===== src/rtl/tff_count_ctrl_pkg.sv =====
// Shared encodings for the T-cell counter sequencer.
package tff_count_ctrl_pkg;
  localparam logic [1:0] S_IDLE = 2'd0;
  localparam logic [1:0] S_RUN  = 2'd1;
  localparam logic [1:0] S_DONE = 2'd2;
endpackage


===== src/rtl/tff_count_ctrl_if.sv =====
// Control/status bundle between the sequencer and its controller; the
// controller is the master, the sequencer the slave.
interface tff_count_ctrl_if #(parameter int WIDTH = 4);
  logic             start;
  logic             stop;
  logic             cont;
  logic             up_dn;
  logic             load;
  logic [WIDTH-1:0] load_val;
  logic [WIDTH-1:0] modulus;
  logic [WIDTH-1:0] count;
  logic [WIDTH-1:0] t_en;
  logic             busy;
  logic             tc;
  logic             done;

  modport master (
    output start, stop, cont, up_dn, load, load_val, modulus,
    input  count, t_en, busy, tc, done
  );

  modport slave (
    input  start, stop, cont, up_dn, load, load_val, modulus,
    output count, t_en, busy, tc, done
  );
endinterface


===== src/rtl/tff_count_ctrl_cell.sv =====
// Single toggle cell: q flips on each rising edge with t=1; async low reset to 0.
module tff_cell (
  input  logic clk,
  input  logic rst,
  input  logic t,
  output logic q
);
  logic q_q;
  logic q_d;

  always_comb q_d = q_q ^ t;

  always_ff @(posedge clk or negedge rst) begin
    if (!rst) q_q <= 1'b0;
    else      q_q <= q_d;
  end

  assign q = q_q;
endmodule


===== src/rtl/tff_count_ctrl.sv =====
// Mod-N up/down sequencer driving a bank of T cells; t_en and tc are same-cycle
// combinational from registered state; no backpressure, one step per edge.
module tff_count_ctrl
  import tff_count_ctrl_pkg::*;
#(
  parameter int WIDTH = 4
) (
  input  logic             clk,
  input  logic             rst,
  tff_count_ctrl_if.slave  bus
);
  logic [1:0]       state_q;
  logic [1:0]       state_d;
  logic [WIDTH-1:0] count;
  logic [WIDTH-1:0] t_en_raw;
  logic [WIDTH-1:0] t_en;
  logic [WIDTH-1:0] step_val;
  logic [WIDTH-1:0] load_tgt;
  logic [WIDTH:0]   n_val;
  logic [WIDTH:0]   n_m1;
  logic [WIDTH:0]   cnt_x;
  logic             at_top;
  logic             at_bot;
  logic             wrap;

  // N lives in WIDTH+1 bits so modulus=0 can mean 2^WIDTH.
  always_comb begin
    n_val = {1'b0, bus.modulus};
    if (bus.modulus == '0) n_val = {1'b1, {WIDTH{1'b0}}};
    n_m1  = n_val - (WIDTH+1)'(1);
    cnt_x = {1'b0, count};
  end

  // Out-of-range counts (after a modulus shrink) are treated as a wrap.
  always_comb begin
    at_top   = (cnt_x >= n_m1);
    at_bot   = (count == '0) || (cnt_x >= n_val);
    wrap     = bus.up_dn ? at_top : at_bot;
    step_val = '0;
    if (bus.up_dn) step_val = at_top ? '0 : count + WIDTH'(1);
    else           step_val = at_bot ? n_m1[WIDTH-1:0] : count - WIDTH'(1);
    load_tgt = ({1'b0, bus.load_val} < n_val) ? bus.load_val : '0;
  end

  always_comb begin
    state_d  = state_q;
    t_en_raw = '0;
    if (bus.load) begin
      t_en_raw = count ^ load_tgt;
    end else begin
      case (state_q)
        S_IDLE: if (bus.start) state_d = S_RUN;
        S_RUN: begin
          if (bus.stop) begin
            state_d = S_IDLE;
          end else begin
            t_en_raw = count ^ step_val;
            if (wrap && !bus.cont) state_d = S_DONE;
          end
        end
        S_DONE:  state_d = S_IDLE;
        default: state_d = S_IDLE;
      endcase
    end
  end

  // Keep the toggle vector quiet for the whole time reset is held.
  assign t_en = rst ? t_en_raw : '0;

  always_ff @(posedge clk or negedge rst) begin
    if (!rst) state_q <= S_IDLE;
    else      state_q <= state_d;
  end

  for (genvar i = 0; i < WIDTH; i++) begin : g_cell
    tff_cell u_cell (
      .clk (clk),
      .rst (rst),
      .t   (t_en[i]),
      .q   (count[i])
    );
  end

  assign bus.count = count;
  assign bus.t_en  = t_en;
  assign bus.busy  = (state_q == S_RUN);
  assign bus.tc    = (state_q == S_RUN) && wrap;
  assign bus.done  = (state_q == S_DONE);
endmodule


===== src/flat_wrapper.sv =====
// flat-port wrapper written by rule: the top's interface ports become plain ports
module tff_count_ctrl_flat import tff_count_ctrl_pkg::*;
#(
  parameter int WIDTH = 4
)
  (clk, rst, bus_start, bus_stop, bus_cont, bus_up_dn, bus_load, bus_load_val, bus_modulus, bus_count, bus_t_en, bus_busy, bus_tc, bus_done);
  tff_count_ctrl_if #(.WIDTH(WIDTH)) bus_i ();
  input  logic clk;
  input  logic rst;
  input wire logic [$bits(bus_i.start)-1:0] bus_start;
  input wire logic [$bits(bus_i.stop)-1:0] bus_stop;
  input wire logic [$bits(bus_i.cont)-1:0] bus_cont;
  input wire logic [$bits(bus_i.up_dn)-1:0] bus_up_dn;
  input wire logic [$bits(bus_i.load)-1:0] bus_load;
  input wire logic [$bits(bus_i.load_val)-1:0] bus_load_val;
  input wire logic [$bits(bus_i.modulus)-1:0] bus_modulus;
  output wire logic [$bits(bus_i.count)-1:0] bus_count;
  output wire logic [$bits(bus_i.t_en)-1:0] bus_t_en;
  output wire logic [$bits(bus_i.busy)-1:0] bus_busy;
  output wire logic [$bits(bus_i.tc)-1:0] bus_tc;
  output wire logic [$bits(bus_i.done)-1:0] bus_done;
  assign bus_i.start = bus_start;
  assign bus_i.stop = bus_stop;
  assign bus_i.cont = bus_cont;
  assign bus_i.up_dn = bus_up_dn;
  assign bus_i.load = bus_load;
  assign bus_i.load_val = bus_load_val;
  assign bus_i.modulus = bus_modulus;
  assign bus_count = bus_i.count;
  assign bus_t_en = bus_i.t_en;
  assign bus_busy = bus_i.busy;
  assign bus_tc = bus_i.tc;
  assign bus_done = bus_i.done;
  tff_count_ctrl #(.WIDTH(WIDTH)) u_core (.clk(clk), .rst(rst), .bus(bus_i));
endmodule

===== config.mk =====
export PLATFORM = sky130hd
export DESIGN_NAME = tff_count_ctrl_flat
export DESIGN_NICKNAME = d
export VERILOG_FILES = /design/src/rtl/tff_count_ctrl_pkg.sv /design/src/rtl/tff_count_ctrl_if.sv /design/src/rtl/tff_count_ctrl_cell.sv /design/src/rtl/tff_count_ctrl.sv /design/src/flat_wrapper.sv
export SDC_FILE = /design/constraint.sdc
export NUM_CORES = 1
export LEC_CHECK = 0
export BUFFER_PORTS_ARGS = -buffer_cell sky130_fd_sc_hd__clkbuf_2
export CORE_MARGIN = 3
export CORE_UTILIZATION = 48
export DETAILED_ROUTE_END_ITERATION = 10
export MAX_ROUTING_LAYER = met4
export PLACE_DENSITY = 0.76
export SYNTH_ARGS = -nofsm -noshare
export SYNTH_HDL_FRONTEND = slang
export SYNTH_HIERARCHICAL = 1
export SYNTH_SLANG_ARGS = --single-unit

===== constraint.sdc =====
create_clock -name clk -period 3.38 [get_ports clk]
set_clock_uncertainty 0.15 [all_clocks]
set_input_delay 0.338 -clock clk [delete_from_list [all_inputs] [get_ports clk]]
set_output_delay 0.338 -clock clk [all_outputs]
set_load 0.005 [all_outputs]

==> results.md, run 1 <==
- Status: completed
- Total count of hold-check failures in the final report: 0
- Horiz. Die Dim: 52.26 microns
- Number of setup violations in the final report: 0
- Leakage power total: 0.6810 nW
- Power density over cell area: ~700 mW/mm^2
- Avg WL per Cell: approximately 15 microns
- Inserted Diodes: 0
- Mean instance size in the synthesized netlist: ~8.6 sq um
- Vias post-DR: between 1000 and 1500
- Number of CTS-inserted buffers: 3
- Xor and xnor area share after synthesis: 9.379%
- Synthesized cell area: between 0.001 and 0.0015 sq mm
- Final GP Congestion: around 0.9
- Placed standard-cell area: about 0.0012 sq mm
- Type of element capturing the critical path: primary output
- Switching power total: 444.5 uW
- Data arrival time at the worst-slack endpoint: between 2 and 3 ns
- Cell row count: 16
- Pins Over Slew Limit: 0
- Number of flip-flops and latches in the synthesized netlist: 6
- Mux share of post-synthesis cell area: about 4.3%
- Post-detail-place hpwl: between 2 and 2.5 mm
- Total routing resource utilization after global routing: 23.11%
- Synthesized-area fraction occupied by adder cells: 19.49%
- Chip height: around 52 microns
- Count of input and output buffers: 25
- Clock tree from TritonCTS: built
- Iteration-0 DRC Markers: 30
- Layout Cell Area excl Fill: ~0.0014 sq mm
- Total congestion overflow after global routing: 0
- Crit path max fanout: 4
- Insertion delay of the later-clocked pin in the worst-skew pair: 0.26 ns
- Sequential power share: around 16%
- Share of layout cells above drive strength 1: 38.51%
- Final critical path time including I/O delays and setup: 3.293 ns
- Worst endpoint required time: 2.89 ns
- Leading cell types by total area after synthesis: sky130_fd_sc_hd__ha_1, sky130_fd_sc_hd__dfrtp_1, sky130_fd_sc_hd__xor2_1
- Root Buffer Master: sky130_fd_sc_hd__clkbuf_4
- Drt pass-1 iters: 5
- Leading area contributor after synthesis: sky130_fd_sc_hd__ha_1
- Maximum achievable frequency: between 300 and 400 MHz
- Wire length of the first global-routing pass: around 4.6 mm
- Growth of design area from synthesis to finish: 31.42%
- Remaining routing DRC violations: 0
- Post-Syn Instances: 120
- Total Die Area: about 0.0027 sq mm
- Main flop type after synthesis: sky130_fd_sc_hd__dfrtp_1
- Max capacitance violation total: 0
- Max VDD drop: slightly below 500 uV
- Register clock-pin slew on the reported worst setup and hold paths: 0.05 ns
- Net switching fraction of the power: around 47%
- Largest net degree at the start of global routing: 13
- Initial core utilization: between 50% and 60%
- Number of antenna violations at the first check in global routing: 0
- Net count after synthesis: 151
- Startpoint type of the worst setup path: input port
- Post-layout total power: ~940 uW
- Area fraction in and, or, nand and nor cells after synthesis: between 10% and 20%
- Wire length reported by the detailed router: 2.848 mm
- Clock network power share: under 10%
- Synth cell types: 48
- Int Power: about 500 uW
- Floorplan Core Area: 0.002002 sq mm
- Final net count: approximately 190
- Final worst-path cycle share: between 90% and 100%
- Class of the tightest hold or removal check: in -> reg
- Setup total negative slack: 0 ns
- Sequential-to-total area share from yosys stat: between 10% and 20%
- Filler Cell Count: about 160
- Count of warnings emitted by yosys: 6
- Number of nets still failing antenna checks after routing: 0
- Register-to-register setup slack: between 0.6 and 0.7 ns
- Critical path type: in -> out
- Share of total power in combinational logic: between 70% and 80%
- I/O Pins: 26
- Number of buffers between clock root and the deepest sink: 2
- Worst-margin pin slew: 0.3993 ns
- H-tree depth: 1
- Fraction of registers with async set or reset after synthesis: 100.0%
- Smallest hold slack: around 0.28 ns
- Clock sink count: 6
- Worst slew margin relative to its limit: about three quarters
- Area share of the leading cell type in the synthesized netlist: between 10% and 20%
- Post-synth EDFFs: 0
- Main combinational cell family by area after synthesis: compound AO/OA/AOI/OAI gates
- Via count of the first global-routing pass: a little over 1000
- Compound-gate portion of the synthesized area: 27.77%
- Average vias per placed instance: 5.862
## path summary, 6_finish.rpt
kind                                                 from                   endpoint  cells past startpoint
min in group asynchronous                             rst  u_core/g_cell[3].u_cell/q                      2
worst min register to register          u_core/state_q[1]          u_core/state_q[1]                      1
worst max-delay path                       bus_modulus[0]                bus_t_en[1]                     15
max in group asynchronous                             rst          u_core/state_q[0]                      2
worst max register to register  u_core/g_cell[0].u_cell/q  u_core/g_cell[3].u_cell/q                     12
worst min-delay path                             bus_cont          u_core/state_q[1]                      3
## state kept, by name, summed over array words and instances (netlist names)
| name | cells |
|---|---|
| u_core/g_cell.u_cell/q | 4 |
| u_core/state_q | 2 |
## metal layers
layer | up-vias | GRT usage, % | wire length [microns]
li1 | 526 | - | -
met1 | 506 | 29.31 | 1198
met2 | 53 | 35.77 | 1339
met3 | 17 | 5.698 | 231
met4 | 0 | 8.085 | 80
met5 | - | - | 0
## cell type report
cell class	instances	area [sq um]	share of cell area (%)
tap	27	33.78	2.502
timing repair buffer	43	262.8	19.46
sequential	6	150.1	11.12
inverter	9	33.78	2.502
multi-input combinational	100	847.1	62.74
clock buffer	3	22.52	1.668
## metrics by stage
step | util, % | instances | worst slack [ns]
6_report | 67.44 | 188 | 0.08701
3_5_place_dp | 62.44 | 181 | -0.03430
5_1_grt | 67.44 | 188 | -0.004474
2_1_floorplan | - | 120 | 0.03160
4_1_cts | 64.31 | 185 | 0.01526
3_3_place_gp | 62.44 | 181 | 0.01264
## Yosys cell counts (2+ instances only)
master / n
sky130_fd_sc_hd__ha_1: 16
sky130_fd_sc_hd__inv_1: 9
sky130_fd_sc_hd__nand2_1: 8
sky130_fd_sc_hd__nor2_1: 8
sky130_fd_sc_hd__xor2_1: 8
sky130_fd_sc_hd__dfrtp_1: 6
sky130_fd_sc_hd__a21oi_1: 5
sky130_fd_sc_hd__o21ai_0: 5
sky130_fd_sc_hd__nor3_1: 4
sky130_fd_sc_hd__o211ai_1: 3
sky130_fd_sc_hd__xnor2_1: 3
sky130_fd_sc_hd__a21o_1: 2
sky130_fd_sc_hd__a22o_1: 2
sky130_fd_sc_hd__a31oi_1: 2
sky130_fd_sc_hd__mux2_2: 2
sky130_fd_sc_hd__nand2b_1: 2
sky130_fd_sc_hd__nor2b_1: 2
sky130_fd_sc_hd__nor3b_1: 2
sky130_fd_sc_hd__o41ai_1: 2
## cells in the final DEF (no fill, tap or decap), types with 2 or more instances in the layout
master and count:
sky130_fd_sc_hd__o21ai_1 2, sky130_fd_sc_hd__a21oi_1 5, sky130_fd_sc_hd__a21o_1 2, sky130_fd_sc_hd__clkbuf_2 24
sky130_fd_sc_hd__a221oi_2 2, sky130_fd_sc_hd__xnor2_1 3, sky130_fd_sc_hd__nand2b_1 2, sky130_fd_sc_hd__clkbuf_4 3
sky130_fd_sc_hd__ha_4 2, sky130_fd_sc_hd__xor2_1 8, sky130_fd_sc_hd__buf_4 17, sky130_fd_sc_hd__o21ai_0 4
sky130_fd_sc_hd__inv_1 6, sky130_fd_sc_hd__a31oi_1 2, sky130_fd_sc_hd__o41ai_1 2, sky130_fd_sc_hd__nor3_1 4
sky130_fd_sc_hd__dfrtp_1 6, sky130_fd_sc_hd__nor2_1 8, sky130_fd_sc_hd__ha_1 14, sky130_fd_sc_hd__inv_2 3
sky130_fd_sc_hd__nor3b_1 2, sky130_fd_sc_hd__a22o_1 2, sky130_fd_sc_hd__nor2b_1 2, sky130_fd_sc_hd__o211ai_1 3
sky130_fd_sc_hd__nand2_1 7
## worst max-delay path: stages
cell,delay (ns)
sky130_fd_sc_hd__clkbuf_2,0.09
sky130_fd_sc_hd__inv_2,0.09
sky130_fd_sc_hd__ha_4,0.13
sky130_fd_sc_hd__or3b_4,0.39
sky130_fd_sc_hd__nand2_4,0.09
sky130_fd_sc_hd__inv_2,0.04
sky130_fd_sc_hd__ha_1,0.17
sky130_fd_sc_hd__and2_0,0.13
sky130_fd_sc_hd__o21ai_1,0.12
sky130_fd_sc_hd__buf_4,0.13
sky130_fd_sc_hd__a31oi_4,0.10
sky130_fd_sc_hd__mux2_4,0.32
sky130_fd_sc_hd__o32a_1,0.34
sky130_fd_sc_hd__a22oi_2,0.18
sky130_fd_sc_hd__clkbuf_2,0.14
## kinds of logic after synthesis
family          count (synthesis)
mux                             4
simple gates                   34
buf+inv                        14
compound gates                 35
xor+xnor                       11
fa+ha+maj                      16
flops                           6
## what timing repair did
item | CTS | global route
endpoints found under the hold margin | 6 | 0
hold buffers | 1 | 0
pin swaps | 0 | 4
endpoints found under the setup margin | 2 | 4
resized for setup | 3 | 10
buffers inserted | 0 | 3
## power by group through the flow
stage / registers, mW / logic [mW] / clock network, mW
6_report: 0.155 / 0.717 / 0.0707
5_1_grt: 0.158 / 0.790 / 0.0764
4_1_cts: 0.153 / 0.680 / 0.0726
3_5_place_dp: 0.154 / 0.675 / 0
3_3_place_gp: 0.151 / 0.654 / 0
2_1_floorplan: 0.158 / 0.421 / 0
Power figures use the tool's default switching activity.
==> inputs of run 2 (changes only) <==
Settings changed: PLACE_DENSITY 0.76 to 0.84.
==> results.md, run 2 (synthesis results as in run 1) <==
- Initial core utilization: 51.31% (unchanged)
- Crit path max fanout: 4 (unchanged)
- Number of antenna violations at the first check in global routing: 0 (unchanged)
- Remaining routing DRC violations: 0 (unchanged)
- Floorplan Core Area: 0.002002 sq mm (unchanged)
- Cell row count: 16 (unchanged)
- Number of CTS-inserted buffers: 3 (unchanged)
- Met3 wire length: 177 microns (was 231 microns)
- Chip height: 52.26 microns (unchanged)
- Type of element capturing the critical path: primary output (unchanged)
- Drt pass-1 iters: 4 (was 5)
- Critical path depth: 13 (was 15)
- Power density over cell area: 685.2 mW/mm^2 (was 698.1 mW/mm^2)
- Share of layout cells above drive strength 1: 44.38% (was 38.51%)
- Wire length the detailed router placed on met1: 1.289 mm (was 1.198 mm)
- Wire length reported by the detailed router: 3.177 mm (was 2.848 mm)
- Number of buffers between clock root and the deepest sink: 2 (unchanged)
- Hold depth: 3 (unchanged)
- Largest net degree at the start of global routing: 13 (unchanged)
- Pins Over Slew Limit: 0 (unchanged)
- Final net count: 202 (was 194)
- Clock sink count: 6 (unchanged)
- Worst endpoint required time: 2.89 ns (about the same)
- H-tree depth: 1 (unchanged)
- Total congestion overflow after global routing: 0 (unchanged)
- Bufs and invs on worst path: 3 (was 5)
- Status: completed (unchanged)
- Iteration-0 DRC Markers: 49 (was 30)
- Total Die Area: 0.002731 sq mm (unchanged)
- Startpoint type of the worst setup path: input port (unchanged)
- Met2 routed WL: 1.640 mm (was 1.339 mm)
- Horiz. Die Dim: 52.26 microns (unchanged)
- Wire length of the first global-routing pass: 4.830 mm (was 4.616 mm)
- Insertion delay of the later-clocked pin in the worst-skew pair: 0.24 ns (was 0.26 ns)
- Root Buffer Master: sky130_fd_sc_hd__clkbuf_4 (unchanged)
- I/O Pins: 26 (unchanged)
- Worst slew margin relative to its limit: 68.63% (was 73.03%)
- Number of flip-flops in the largest register: 4 (unchanged)
- Slowest stage cell, crit path: sky130_fd_sc_hd__or3b_4 (unchanged)
- Most frequent standard cell in the layout excluding fill and tap cells: sky130_fd_sc_hd__buf_4 (was sky130_fd_sc_hd__clkbuf_2)
- Post-detail-place hpwl: 2.343 mm (was 2.173 mm)
- Leakage power total: 0.7464 nW (was 0.6810 nW)
- Worst R2R Path Depth: 10 (was 12)
- Average vias per placed instance: 5.847 (was 5.862)
- Clock tree from TritonCTS: built (unchanged)
- Setup total negative slack: 0 ns (unchanged)
- Number of nets still failing antenna checks after routing: 0 (unchanged)
- Number of setup violations in the final report: 0 (unchanged)
- Worst-margin pin slew: 0.4689 ns (was 0.3993 ns)
- Maximum achievable frequency: 299.5 MHz (was 303.7 MHz)
- Register clock-pin slew on the reported worst setup and hold paths: 0.04 ns (was 0.05 ns)
- Inserted Diodes: 0 (unchanged)
- Worst-case setup margin in the final layout: 0.04155 ns (was 0.08701 ns)
- Avg WL per Cell: 16.21 microns (was 15.15 microns)
- Via count of the first global-routing pass: 1114 (was 1010)
- Total routing resource utilization after global routing: 24.01% (was 23.11%)
- Vias post-DR: 1146 (was 1102)
- Slowest Stage Delay on Critical Path: 0.40 ns (was 0.39 ns)
- Data arrival time at the worst-slack endpoint: 2.85 ns (was 2.80 ns)
- Post-Place Setup Slack: -0.2559 ns (was -0.03430 ns)
- Top Metal Used: met4 (unchanged)
- Commonest non-fill, non-tap cells in the layout: sky130_fd_sc_hd__buf_4, sky130_fd_sc_hd__clkbuf_2, sky130_fd_sc_hd__ha_1 (was sky130_fd_sc_hd__clkbuf_2, sky130_fd_sc_hd__buf_4, sky130_fd_sc_hd__ha_1)
- Layout Cell Area excl Fill: 0.001501 sq mm (was 0.001350 sq mm)
- Final GP Congestion: 0.9941 (was 0.9018)
- Final worst-path cycle share: 98.77% (was 97.43%)
- Final critical path time including I/O delays and setup: 3.338 ns (was 3.293 ns)
- Filler Cell Count: 140 (was 163)
- Placed standard-cell area: 0.001295 sq mm (was 0.001250 sq mm)
- CP cell instances: buf_6, inv_2, ha_4, or3b_4, nand2_4, ha_1, and2_4, o21ai_4, a31oi_4, mux2_4, o32a_1, a22oi_2, buf_2 (was clkbuf_2, inv_2, ha_4, or3b_4, nand2_4, inv_2, ha_1, and2_0, o21ai_1, buf_4, a31oi_4, mux2_4, o32a_1, a22oi_2, clkbuf_2)
- Kind of cell adding the most delay to the critical path: compound AO/OA/AOI/OAI gates (unchanged)
- Critical path type: in -> out (unchanged)
- Class of the tightest hold or removal check: in -> reg (unchanged)
- Max VDD drop: 524.6 uV (was 487.9 uV)
- Growth of design area from synthesis to finish: 46.16% (was 31.42%)
- Count of input and output buffers: 25 (unchanged)
- Total count of hold-check failures in the final report: 0 (unchanged)
- Max capacitance violation total: 0 (unchanged)
==> run 2: changes by cell type in the layout (fill, tap and decap cells not counted), sizes merged <==
cell    delta
clkbuf     -2
buf       +10
==> run 2: tightest hold or removal path, stage by stage <==
cell,delay (ns)
sky130_fd_sc_hd__clkbuf_2,0.08
sky130_fd_sc_hd__nor2_1,0.04
sky130_fd_sc_hd__o21ai_0,0.15
==> run 2: per-stage QoR <==
step | power [mW] | utilization, % | hold WS (ns) | std cells
after floorplan | 0.5798 | - | -0.1076 | 120
after detailed placement | 0.8334 | 64.69 | 0.03836 | 187
after CTS | 0.9565 | 69.44 | 0.2609 | 192
final | 1.029 | 75.00 | 0.2654 | 196
after global placement | 0.8026 | 64.69 | 0.03726 | 187
after global routing | 1.115 | 75.00 | 0.2656 | 196
==> run 2: power by group <==
part	leakage [nW]	total [mW]	internal, mW	switching (mW)
sequential	0.0726	0.139	0.106	0.0333
combinational	0.660	0.827	0.400	0.427
clock	0.0138	0.0622	0.0399	0.0223
total	0.746	1.03	0.546	0.483
==> run 2: final cells by class <==
cell class                 instances  area [sq um]  area share [%]
multi-input combinational        100         917.1           61.08
timing repair buffer              51         339.1           22.58
sequential                         6         150.1           10.00
inverter                           9         38.79           2.583
tap                               27         33.78           2.250
clock buffer                       3         22.52           1.500
==> run 2: per-layer routing <==
metal	up-vias	track usage [%]
li1	541	-
met1	546	29.60
met2	51	41.63
met3	8	1.709
met4	0	7.660
met5	-	-
==> run 2: path summary, 6_finish.rpt <==
| path | endpoint | slack, ns | startpoint |
|---|---|---|---|
| max in group asynchronous | u_core/state_q[0] | 2.58 | rst |
| max reg2reg | u_core/g_cell[1].u_cell/q | 0.62 | u_core/g_cell[2].u_cell/q |
| min reg2reg | u_core/state_q[0] | 0.42 | u_core/state_q[0] |
| min | u_core/state_q[0] | 0.27 | bus_cont |
| max | bus_t_en[1] | 0.04 | bus_modulus[0] |
| min in group asynchronous | u_core/g_cell[3].u_cell/q | 0.33 | rst |
==> run 2: repair_timing <==
item,4_1_cts,5_1_grt
hold buffers,1,0
pin swaps,5,9
gates resized for setup,14,17
endpoints found under the setup margin,4,4
setup buffers,1,5
hold endpoints to repair,6,0
==> inputs of run 3 (changes only) <==
Settings changed: BUFFER_PORTS_ARGS -buffer_cell sky130_fd_sc_hd__clkbuf_2 to default, CAP_MARGIN from default to 20, CORE_UTILIZATION 48 to 53, DONT_BUFFER_PORTS from default to 1, PLACE_DENSITY 0.84 to 0.79.
==> results.md, run 3 (synthesis results as in run 1) <==
- Filler Cell Count: 158 (was 140)
- Worst endpoint required time: 2.89 ns (about the same)
- Maximum achievable frequency: 307.6 MHz (was 299.5 MHz)
- Count of input and output buffers: 0 (was 25)
- Final net count: 158 (was 202)
- Type of element capturing the critical path: primary output (unchanged)
- Total count of hold-check failures in the final report: 0 (unchanged)
- Leakage power total: 0.5163 nW (was 0.7464 nW)
- Class of the tightest hold or removal check: in -> reg (unchanged)
- Wire length of the first global-routing pass: 4.105 mm (was 4.830 mm)
- Commonest non-fill, non-tap cells in the layout: sky130_fd_sc_hd__ha_1, sky130_fd_sc_hd__inv_1, sky130_fd_sc_hd__nand2_1, sky130_fd_sc_hd__nor2_1, sky130_fd_sc_hd__xor2_1 (was sky130_fd_sc_hd__buf_4, sky130_fd_sc_hd__clkbuf_2, sky130_fd_sc_hd__ha_1)
- Growth of design area from synthesis to finish: 7.187% (was 46.16%)
- Vias post-DR: 949 (was 1146)
- Share of layout cells above drive strength 1: 16.00% (was 44.38%)
- Hold_sp: bus_load (was bus_cont)
- Clock sink count: 6 (unchanged)
- Total congestion overflow after global routing: 0 (unchanged)
- Worst-margin pin slew: 0.5045 ns (was 0.4689 ns)
- Number of nets still failing antenna checks after routing: 0 (unchanged)
- RSZ-0062 raised after global routing: false
- Remaining routing DRC violations: 0 (unchanged)
- Most frequent standard cell in the layout excluding fill and tap cells: sky130_fd_sc_hd__ha_1 (was sky130_fd_sc_hd__buf_4)
- Final worst-path cycle share: 96.17% (was 98.77%)
- Iteration-0 DRC Markers: 30 (was 49)
- Worst R2R Path Depth: 8 (was 10)
- Cell row count: 15 (was 16)
- Multi-input logic area: 808.3 sq um (was 917.1 sq um)
- Max VDD drop: 415.4 uV (was 524.6 uV)
- Register-to-register setup slack: 0.71 ns (was 0.62 ns)
- Final GP Congestion: 0.8440 (was 0.9941)
- Floorplan Core Area: 0.001783 sq mm (was 0.002002 sq mm)
- Pins Over Slew Limit: 0 (unchanged)
- H-tree depth: 1 (unchanged)
- Wire length reported by the detailed router: 2.491 mm (was 3.177 mm)
- Capture instance of the worst register-to-register path: u_core/g_cell[1].u_cell/q (unchanged)
- Reg2Reg Launch Point: u_core/g_cell[1].u_cell/q (was u_core/g_cell[2].u_cell/q)
- Setup total negative slack: 0 ns (unchanged)
- Total Die Area: 0.002503 sq mm (was 0.002731 sq mm)
- Largest net degree at the start of global routing: 13 (unchanged)
- Number of setup violations in the final report: 0 (unchanged)
- Worst slew margin relative to its limit: 66.37% (was 68.63%)
- Startpoint type of the worst setup path: input port (unchanged)
- Horiz. Die Dim: 50.03 microns (was 52.26 microns)
- Root Buffer Master: sky130_fd_sc_hd__clkbuf_4 (unchanged)
- Status: completed (unchanged)
- Number of CTS-inserted buffers: 3 (unchanged)
- Number of flip-flops in the largest register: 4 (unchanged)
- Avg WL per Cell: 16.61 microns (was 16.21 microns)
- I/O Pins: 26 (unchanged)
- Placed standard-cell area: 0.001062 sq mm (was 0.001295 sq mm)
- Crit path max fanout: 4 (unchanged)
- Layout Cell Area excl Fill: 0.001101 sq mm (was 0.001501 sq mm)
- Chip height: 50.03 microns (was 52.26 microns)
- Post-layout total power: 790.8 uW (was 1.029 mW)
- Initial core utilization: 57.61% (was 51.31%)
- Number of buffers between clock root and the deepest sink: 2 (unchanged)
- Average vias per placed instance: 6.327 (was 5.847)
- Post-detail-place hpwl: 2.059 mm (was 2.343 mm)
- Power density over cell area: 718.2 mW/mm^2 (was 685.2 mW/mm^2)
- Area used by sequential logic in the layout: 150.1 sq um (unchanged)
- Worst Hold End: u_core/state_q[0] (unchanged)
- Insertion delay of the later-clocked pin in the worst-skew pair: 0.24 ns (about the same)
- Inserted Diodes: 0 (unchanged)
- Via count of the first global-routing pass: 925 (was 1114)
- Data arrival time at the worst-slack endpoint: 2.76 ns (was 2.85 ns)
- Final critical path time including I/O delays and setup: 3.251 ns (was 3.338 ns)
- Number of antenna violations at the first check in global routing: 0 (unchanged)
- Max capacitance violation total: 0 (unchanged)
- Critical path type: in -> out (unchanged)
- Drt pass-1 iters: 4 (unchanged)
- Total routing resource utilization after global routing: 21.09% (was 24.01%)
- Clock tree from TritonCTS: built (unchanged)
- Hold depth: 2 (was 3)
- Register clock-pin slew on the reported worst setup and hold paths: 0.04 ns (about the same)
## run 3: metal layers
layer  GRT usage (%)  wire length (microns)  vias to the layer above
li1                -                      -                      458
met1           24.86                   1012                      446
met2           34.13                   1232                       39
met3           6.042                    190                        6
met4           6.912                     57                        0
met5               -                      0                        -
## run 3: repair_timing
action,4_1_cts,5_1_grt
setup endpoints to repair,0,3
hold buffers,1,0
hold endpoints to repair,6,0
gates resized for setup,0,3
setup buffers,0,0
## run 3: power breakdown
part | switching (mW) | total, mW | internal [mW]
clock | 0.0241 | 0.0641 | 0.0400
sequential | 0.0648 | 0.170 | 0.106
combinational | 0.298 | 0.556 | 0.258
total | 0.387 | 0.791 | 0.404
## run 3: worst max-delay path: stages
cell,delay (ns)
sky130_fd_sc_hd__inv_1,0.09
sky130_fd_sc_hd__ha_2,0.21
sky130_fd_sc_hd__or3b_1,0.37
sky130_fd_sc_hd__nand2_1,0.14
sky130_fd_sc_hd__inv_1,0.08
sky130_fd_sc_hd__ha_1,0.18
sky130_fd_sc_hd__and2_0,0.16
sky130_fd_sc_hd__o21ai_2,0.18
sky130_fd_sc_hd__a31oi_4,0.12
sky130_fd_sc_hd__mux2_2,0.30
sky130_fd_sc_hd__o32a_1,0.35
sky130_fd_sc_hd__a22oi_2,0.24
## run 3: area by class of cell
type,instances,area share [%]
clock buffer,3,2.045
inverter,9,3.068
multi-input combinational,100,73.41
sequential,6,13.64
tap,25,2.841
timing repair buffer,7,5.000
## run 3: metrics by stage
step           instances  hold slack (ns)  worst slack [ns]  util, %
2_1_floorplan        120          -0.1076           0.03160        -
3_3_place_gp         146          -0.1074            0.1351    59.58
3_5_place_dp         146          -0.1075           0.02825    59.58
4_1_cts              150          0.09124           0.02828    61.40
5_1_grt              150           0.1039           0.02358    61.75
6_report             150          0.09185            0.1295    61.75
## run 3: how the worst max path moves through the flow
stage,slack (ns),from,cells after the start,endpoint
global route,0.02,bus_modulus[0],12,bus_t_en[1]
CTS,0.03,bus_modulus[0],12,bus_t_en[1]
global placement,0.14,bus_modulus[0],11,bus_t_en[1]
floorplan,0.03,bus_modulus[1],12,bus_t_en[1]
finish,0.13,bus_modulus[0],12,bus_t_en[1]
detailed placement,0.03,bus_modulus[0],12,bus_t_en[1]
